File: config.mk
export PLATFORM = sky130hd
export DESIGN_NAME = div_seq_flat
export DESIGN_NICKNAME = d
export VERILOG_FILES = /design/src/rtl/div_seq_if.sv /design/src/rtl/div_seq.sv /design/src/flat_wrapper.sv
export SDC_FILE = /design/constraint.sdc
export NUM_CORES = 1
export LEC_CHECK = 0
export ABC_CLOCK_PERIOD_IN_PS = 9420
export CAP_MARGIN = 40
export CORE_MARGIN = 2
export CORE_UTILIZATION = 60
export DETAILED_ROUTE_END_ITERATION = 8
export PLACE_DENSITY_LB_ADDON = 0.05
export SETUP_SLACK_MARGIN = 0.2
export SLEW_MARGIN = 15
export SYNTH_ARGS = -nofsm -noshare
export SYNTH_HDL_FRONTEND = slang
export SYNTH_SLANG_ARGS = --single-unit
File: constraint.sdc
create_clock -name clk -period 9.42 [get_ports clk]
set_clock_uncertainty 0.05 [all_clocks]
set_input_delay 1.884 -clock clk [delete_from_list [all_inputs] [get_ports clk]]
set_output_delay 1.884 -clock clk [all_outputs]
set_load 0.01 [all_outputs]
File: src/rtl/div_seq_if.sv
// Operand/result bundle between the execute stage and the multi-cycle divider.
interface div_seq_if #(
  parameter int WIDTH = 32
);
  logic             div_startE;
  logic             div_signedE;
  logic [WIDTH-1:0] opaE;
  logic [WIDTH-1:0] opbE;
  logic             annul;
  logic             stall_div;
  logic             div_ready;
  logic [WIDTH-1:0] hi_o;
  logic [WIDTH-1:0] lo_o;

  modport master (
    output div_startE, div_signedE, opaE, opbE, annul,
    input  stall_div, div_ready, hi_o, lo_o
  );

  modport slave (
    input  div_startE, div_signedE, opaE, opbE, annul,
    output stall_div, div_ready, hi_o, lo_o
  );
endinterface

File: src/rtl/div_seq.sv
// Radix-2 restoring divider for DIV/DIVU in E: one quotient bit per cycle,
// stalls the pipeline while busy, quotient to lo_o and remainder to hi_o.
module div_seq #(
  parameter int WIDTH = 32
) (
  input  logic      clk,
  input  logic      resetn,
  div_seq_if.slave  bus
);
  localparam int CW = $clog2(WIDTH);
  localparam logic [CW-1:0]    CNT_LAST = CW'(WIDTH - 1);
  localparam logic [CW-1:0]    CNT_ONE  = {{(CW-1){1'b0}}, 1'b1};
  localparam logic [WIDTH-1:0] W_ONE    = {{(WIDTH-1){1'b0}}, 1'b1};

  typedef enum logic [1:0] {
    IDLE = 2'd0,
    BUSY = 2'd1,
    DONE = 2'd2
  } state_e;

  state_e           state_q, state_d;
  logic [CW-1:0]    cnt_q, cnt_d;
  logic [WIDTH-1:0] rem_q, rem_d;
  logic [WIDTH-1:0] quo_q, quo_d;
  logic [WIDTH-1:0] dvs_q, dvs_d;
  logic             qsign_q, qsign_d;
  logic             rsign_q, rsign_d;
  logic [WIDTH-1:0] hi_q, hi_d;
  logic [WIDTH-1:0] lo_q, lo_d;
  logic             stall_s;
  logic             ready_s;
  logic [WIDTH:0]   rem_sh_s;
  logic [WIDTH:0]   trial_s;
  logic [WIDTH-1:0] rem_nx_s;
  logic [WIDTH-1:0] quo_nx_s;

  function automatic logic [WIDTH-1:0] neg_f(input logic [WIDTH-1:0] v);
    return (~v) + W_ONE;
  endfunction

  function automatic logic [WIDTH-1:0] abs_f(input logic [WIDTH-1:0] v, input logic sg);
    return (sg && v[WIDTH-1]) ? neg_f(v) : v;
  endfunction

  // One restoring step: a non-negative trial (MSB clear) keeps the subtraction.
  always_comb begin
    rem_sh_s = {rem_q, quo_q[WIDTH-1]};
    trial_s  = rem_sh_s - {1'b0, dvs_q};
    rem_nx_s = trial_s[WIDTH] ? rem_sh_s[WIDTH-1:0] : trial_s[WIDTH-1:0];
    quo_nx_s = {quo_q[WIDTH-2:0], ~trial_s[WIDTH]};
  end

  // Next-state and outputs; annul forces IDLE and drops stall/ready at once.
  always_comb begin
    state_d = state_q;
    cnt_d   = cnt_q;
    rem_d   = rem_q;
    quo_d   = quo_q;
    dvs_d   = dvs_q;
    qsign_d = qsign_q;
    rsign_d = rsign_q;
    hi_d    = hi_q;
    lo_d    = lo_q;
    stall_s = 1'b0;
    ready_s = 1'b0;
    case (state_q)
      IDLE: begin
        if (bus.div_startE && !bus.annul) begin
          stall_s = 1'b1;
          qsign_d = bus.div_signedE & (bus.opaE[WIDTH-1] ^ bus.opbE[WIDTH-1]);
          rsign_d = bus.div_signedE & bus.opaE[WIDTH-1];
          dvs_d   = abs_f(bus.opbE, bus.div_signedE);
          quo_d   = abs_f(bus.opaE, bus.div_signedE);
          rem_d   = '0;
          cnt_d   = '0;
          if (bus.opbE == '0) begin
            hi_d    = bus.opaE;
            lo_d    = '1;
            state_d = DONE;
          end else begin
            state_d = BUSY;
          end
        end else begin
          state_d = IDLE;
        end
      end
      BUSY: begin
        if (bus.annul) begin
          state_d = IDLE;
        end else begin
          stall_s = 1'b1;
          rem_d   = rem_nx_s;
          quo_d   = quo_nx_s;
          cnt_d   = cnt_q + CNT_ONE;
          if (cnt_q == CNT_LAST) begin
            lo_d    = qsign_q ? neg_f(quo_nx_s) : quo_nx_s;
            hi_d    = rsign_q ? neg_f(rem_nx_s) : rem_nx_s;
            state_d = DONE;
          end else begin
            state_d = BUSY;
          end
        end
      end
      DONE: begin
        ready_s = ~bus.annul;
        state_d = IDLE;
      end
      default: begin
        state_d = IDLE;
      end
    endcase
  end

  // State, datapath and result registers.
  always_ff @(posedge clk or negedge resetn) begin
    if (!resetn) begin
      state_q <= IDLE;
      cnt_q   <= '0;
      rem_q   <= '0;
      quo_q   <= '0;
      dvs_q   <= '0;
      qsign_q <= 1'b0;
      rsign_q <= 1'b0;
      hi_q    <= '0;
      lo_q    <= '0;
    end else begin
      state_q <= state_d;
      cnt_q   <= cnt_d;
      rem_q   <= rem_d;
      quo_q   <= quo_d;
      dvs_q   <= dvs_d;
      qsign_q <= qsign_d;
      rsign_q <= rsign_d;
      hi_q    <= hi_d;
      lo_q    <= lo_d;
    end
  end

  assign bus.stall_div = stall_s;
  assign bus.div_ready = ready_s;
  assign bus.hi_o      = hi_q;
  assign bus.lo_o      = lo_q;
endmodule
File: src/flat_wrapper.sv
// flat-port wrapper written by rule: the top's interface ports become plain ports
module div_seq_flat 
#(
  parameter int WIDTH = 32
)
  (clk, resetn, bus_div_startE, bus_div_signedE, bus_opaE, bus_opbE, bus_annul, bus_stall_div, bus_div_ready, bus_hi_o, bus_lo_o);
  div_seq_if #(.WIDTH(WIDTH)) bus_i ();
  input  logic clk;
  input  logic resetn;
  input wire logic [$bits(bus_i.div_startE)-1:0] bus_div_startE;
  input wire logic [$bits(bus_i.div_signedE)-1:0] bus_div_signedE;
  input wire logic [$bits(bus_i.opaE)-1:0] bus_opaE;
  input wire logic [$bits(bus_i.opbE)-1:0] bus_opbE;
  input wire logic [$bits(bus_i.annul)-1:0] bus_annul;
  output wire logic [$bits(bus_i.stall_div)-1:0] bus_stall_div;
  output wire logic [$bits(bus_i.div_ready)-1:0] bus_div_ready;
  output wire logic [$bits(bus_i.hi_o)-1:0] bus_hi_o;
  output wire logic [$bits(bus_i.lo_o)-1:0] bus_lo_o;
  assign bus_i.div_startE = bus_div_startE;
  assign bus_i.div_signedE = bus_div_signedE;
  assign bus_i.opaE = bus_opaE;
  assign bus_i.opbE = bus_opbE;
  assign bus_i.annul = bus_annul;
  assign bus_stall_div = bus_i.stall_div;
  assign bus_div_ready = bus_i.div_ready;
  assign bus_hi_o = bus_i.hi_o;
  assign bus_lo_o = bus_i.lo_o;
  div_seq #(.WIDTH(WIDTH)) u_core (.clk(clk), .resetn(resetn), .bus(bus_i));
endmodule
==> metrics.md <==
| Metric | Value |
|---|---|
| Largest cells by area after synthesis | dfrtp_1, o21ai_0, a21oi_1 |
| Post-synthesis cell area | 0.0123 mm2 |
| Worst Setup End Kind | flip-flop |
| Combinational share of power | 0.560 |
| Vias in the first global route | 11156 |
| Max Clock Freq | 170 MHz |
| ANT cells | 0 |
| Routed length per instance | 18.6 um |
| Final instance area | 0.0144 mm2 |
| Syn_nets | 1647 |
| Worst VDD drop | 0.144 mV |
| H-tree depth | 4 |
| Hold Startpoint | u_core.dvs_q[15]$_DFFE_PN0P_ |
| Core box area | 0.0202 mm2 |
| Setup Crit Path Kind | reg2reg |
| DR vias | 11980 |
| First-pass GRT wire length | 57800 um |
| Die H | 147 um |
| Path category of the worst min-delay check | reg2reg |
| Clock tree buffer depth | 2 |
| Initial drt markers | 894 |
| EDFF count, synth | 0 |
| Switching share of power | 0.478 |
| Minimum clock period | 5870 ps |
| Initial core utilization | 0.608 |
| Most used flip-flop cell after synthesis | dfrtp_1 |
| P_leak | 6.13 nW |
| Startpoint types | flip-flop |
| Port bufs | 134 |
| Worst-Skew Late Latency | 440 ps |
| CP arrival | 6110 ps |
| Syn Area/Cell | 7.96 um2 |
| Worst r2r src | u_core.quo_q[31]$_DFFE_PN0P_ |
| Global route overflow | 0 |
| Area delta synth->final | 17.7% |
| CP Max Fanout | 32 |
| Setup TNS | 0 ps |
| Slew of the pin with the lowest slew margin | 766 ps |
| Ys async rst share | 1.00 |
| GRT Overall Usage | 0.334 |
| Final Hold Viols | 0 |
| Core Rows | 52 |
| Post-Place Setup Slack | 3660 ps |
| Die width | 147 um |
| Net count, final | 1736 |
| Wirelength, routed | 35600 um |
| Number of setup buffers added after CTS | 0 |
| Reg power frac | 0.255 |
| Post-synth top area cell | dfrtp_1 |
| Netlist cell types | 81 |
| Placed Area | 0.0138 mm2 |
| Setup crit start | u_core.quo_q[31]$_DFFE_PN0P_ |
| Area share of the largest cell type after synthesis | 0.345 |
| Cell-internal power | 2.04 mW |
| Yosys warning total | 0 |
| Synth Register Bits | 169 |
| GP Congestion | 0.957 |
| Max-slew violations | 0 |
| Initial antenna violation count | 0 |
| Post-DRT Antenna Nets | 0 |
| Setup violations, final | 0 |
| Num CTS Buffers | 17 |
| Status | finished clean |
| Clock sink count | 169 |
| Post-CTS resize count | 0 |
| Clock Power Share | 0.186 |
| RSZ-0062 raised after global routing | no |
| Critical Path RT | 9660 ps |
| Seq/Total Area, Yosys | 0.345 |
| Router iterations before antenna repair | 5 |
| Vias/cell | 6.27 |
| Area of the die | 0.0216 mm2 |
| Hold buffers post-CTS | 0 |
| P_sw | 1.86 mW |
| Final period utilization | 0.623 |
| Final worst slack | 3550 ps |
| Share of layout cells above drive strength 1 | 0.0542 |
| Largest net degree at the start of global routing | 93 |
| Reg clk slew, reported paths | 80 ps |
| Rel. slew slack | 0.487 |
| Number of max-cap violations | 0 |
| DRC | 0 |
| Pwr dens | 270 mW/mm2 |
| Clk root buf | clkbuf_16 |
| Mapped Cells | 1539 |
| HPWL after DPL | 26300 um |
| CTS tree | done |
| IO Pins | 135 |
state kept, by name, summed over array words and instances, names as in the netlist:
name	cells
u_core.bus.lo_o	32
u_core.bus.hi_o	32
u_core.rsign_q	1
u_core.rem_q	32
u_core.dvs_q	32
u_core.cnt_q	5
u_core.qsign_q	1
u_core.state_q	2
u_core.quo_q	32
area by class of cell:
cell class / instances / area (um2)
flip-flops and latches: 169 / 4230
well taps: 270 / 338
repair buffers: 156 / 1540
clock buffers: 18 / 439
multi-input cells: 1230 / 7510
fillers: 1648 / 5750
inverters: 54 / 203
clock inverters: 14 / 158
cell families (layout without fill, tap and decap cells):
logic type               count (synthesis)  in the layout  share of synthesized area
flip-flops                             169            169                      0.345
XOR/XNOR                               121            121                     0.0865
multiplexers                            32             32                     0.0272
AO/OA/AOI/OAI                          516            516                      0.254
AND/OR/NAND/NOR                        522            522                      0.202
adder cells (fa/ha/maj)                 39             39                     0.0404
buffers and inverters                  140            242                     0.0439
power groups by stage:
stage / sequential (mW) / clock, mW / combinational, mW
2_1_floorplan: 0.949 / 0 / 1.60
3_3_place_gp: 0.998 / 0 / 2.09
3_5_place_dp: 1.00 / 0 / 2.12
4_1_cts: 0.987 / 0.725 / 2.13
5_1_grt: 1.01 / 0.753 / 2.41
6_report: 0.993 / 0.723 / 2.18
cell usage in the layout, fill, tap and decap left out, types with 5 or more instances in the layout:
| master | instances |
|---|---|
| a31oi_1 | 20 |
| a22o_1 | 8 |
| clkbuf_16 | 17 |
| o41ai_1 | 15 |
| a41oi_1 | 5 |
| nor4_1 | 11 |
| or3_1 | 26 |
| buf_4 | 19 |
| ha_1 | 38 |
| nand4_1 | 10 |
| nor2b_1 | 5 |
| and3_1 | 20 |
| o21a_1 | 9 |
| nand3_1 | 18 |
| nor3_1 | 43 |
| a21oi_1 | 156 |
| o21ai_0 | 177 |
| and2_1 | 18 |
| o31a_1 | 5 |
| nand2_1 | 189 |
| dfrtp_1 | 169 |
| inv_1 | 52 |
| xnor2_1 | 55 |
| o31ai_1 | 27 |
| xor2_1 | 66 |
| nor2_1 | 129 |
| o22ai_1 | 9 |
| or2_2 | 5 |
| a211oi_1 | 14 |
| nand2b_1 | 9 |
| clkdlybuf4s50_1 | 133 |
| mux2i_1 | 22 |
| nand3b_1 | 5 |
| a21boi_0 | 9 |
| mux2_2 | 10 |
| o211ai_1 | 7 |
| or4_1 | 10 |
| a21o_1 | 12 |
cells in the mapped netlist (all sizes together), types with 8 or more instances:
cell / instances
nor3: 44
a21boi: 9
or4: 11
a21oi: 157
a21o: 13
o21ai: 178
o22ai: 9
a211oi: 14
nand2b: 9
and3: 22
ha: 38
nand2: 189
xnor2: 55
or3: 27
mux2i: 22
and2: 18
o31ai: 27
nor4: 11
mux2: 10
dfrtp: 169
xor2: 66
buf: 11
a31oi: 21
o41ai: 15
o21a: 10
nor2: 131
clkbuf: 75
nand4: 10
a22o: 8
inv: 53
nand3: 18
per-stage QoR:
step	hold slack, ps	std cells	utilization	power, mW
after CTS	436	1910	0.713	3.84
after global placement	411	1876	0.682	3.09
final	428	1911	0.715	3.90
after detailed placement	420	1878	0.684	3.12
after floorplan	400	1539	-	2.55
after global routing	458	1911	0.715	4.17
critical path, stage by stage (launching register included):
cell,delay [ps]
dfrtp_1,380
inv_1,80
ha_1,210
fa_1,400
nor2b_1,210
o31a_1,210
nor3_1,110
or3b_1,400
a21oi_2,220
nor3_2,50
buf_4,230
nor2_4,110
inv_1,50
buf_4,250
a21oi_1,310
ha_1,300
nand2_1,70
a2111o_1,340
a2111oi_0,680
nand4b_1,260
a22oi_1,340
a41oi_1,180
xor2_1,180
o22ai_1,100
routing by layer:
| layer | vias to the layer above | GRT usage | share of wire |
|---|---|---|---|
| li1 | 5740 | - | - |
| met1 | 5677 | 0.466 | 0.43 |
| met2 | 501 | 0.537 | 0.46 |
| met3 | 62 | 0.0444 | 0.072 |
| met4 | 0 | 0.119 | 0.031 |
| met5 | - | 0 | 0 |
path summary, 6_finish.rpt:
path | end | depth (start not counted) | slack (ps)
max | u_core.bus.hi_o[30]$_DFFE_PN0P_ | 23 | 3550
min | u_core.dvs_q[15]$_DFFE_PN0P_ | 2 | 430
max reg2reg | u_core.bus.hi_o[30]$_DFFE_PN0P_ | 23 | 3550
min reg2reg | u_core.dvs_q[15]$_DFFE_PN0P_ | 2 | 430
max in group asynchronous | u_core.quo_q[18]$_DFFE_PN0P_ | 2 | 6730
min in group asynchronous | u_core.bus.lo_o[3]$_DFFE_PN0P_ | 1 | 1390
(Power assumes the default switching activity.)
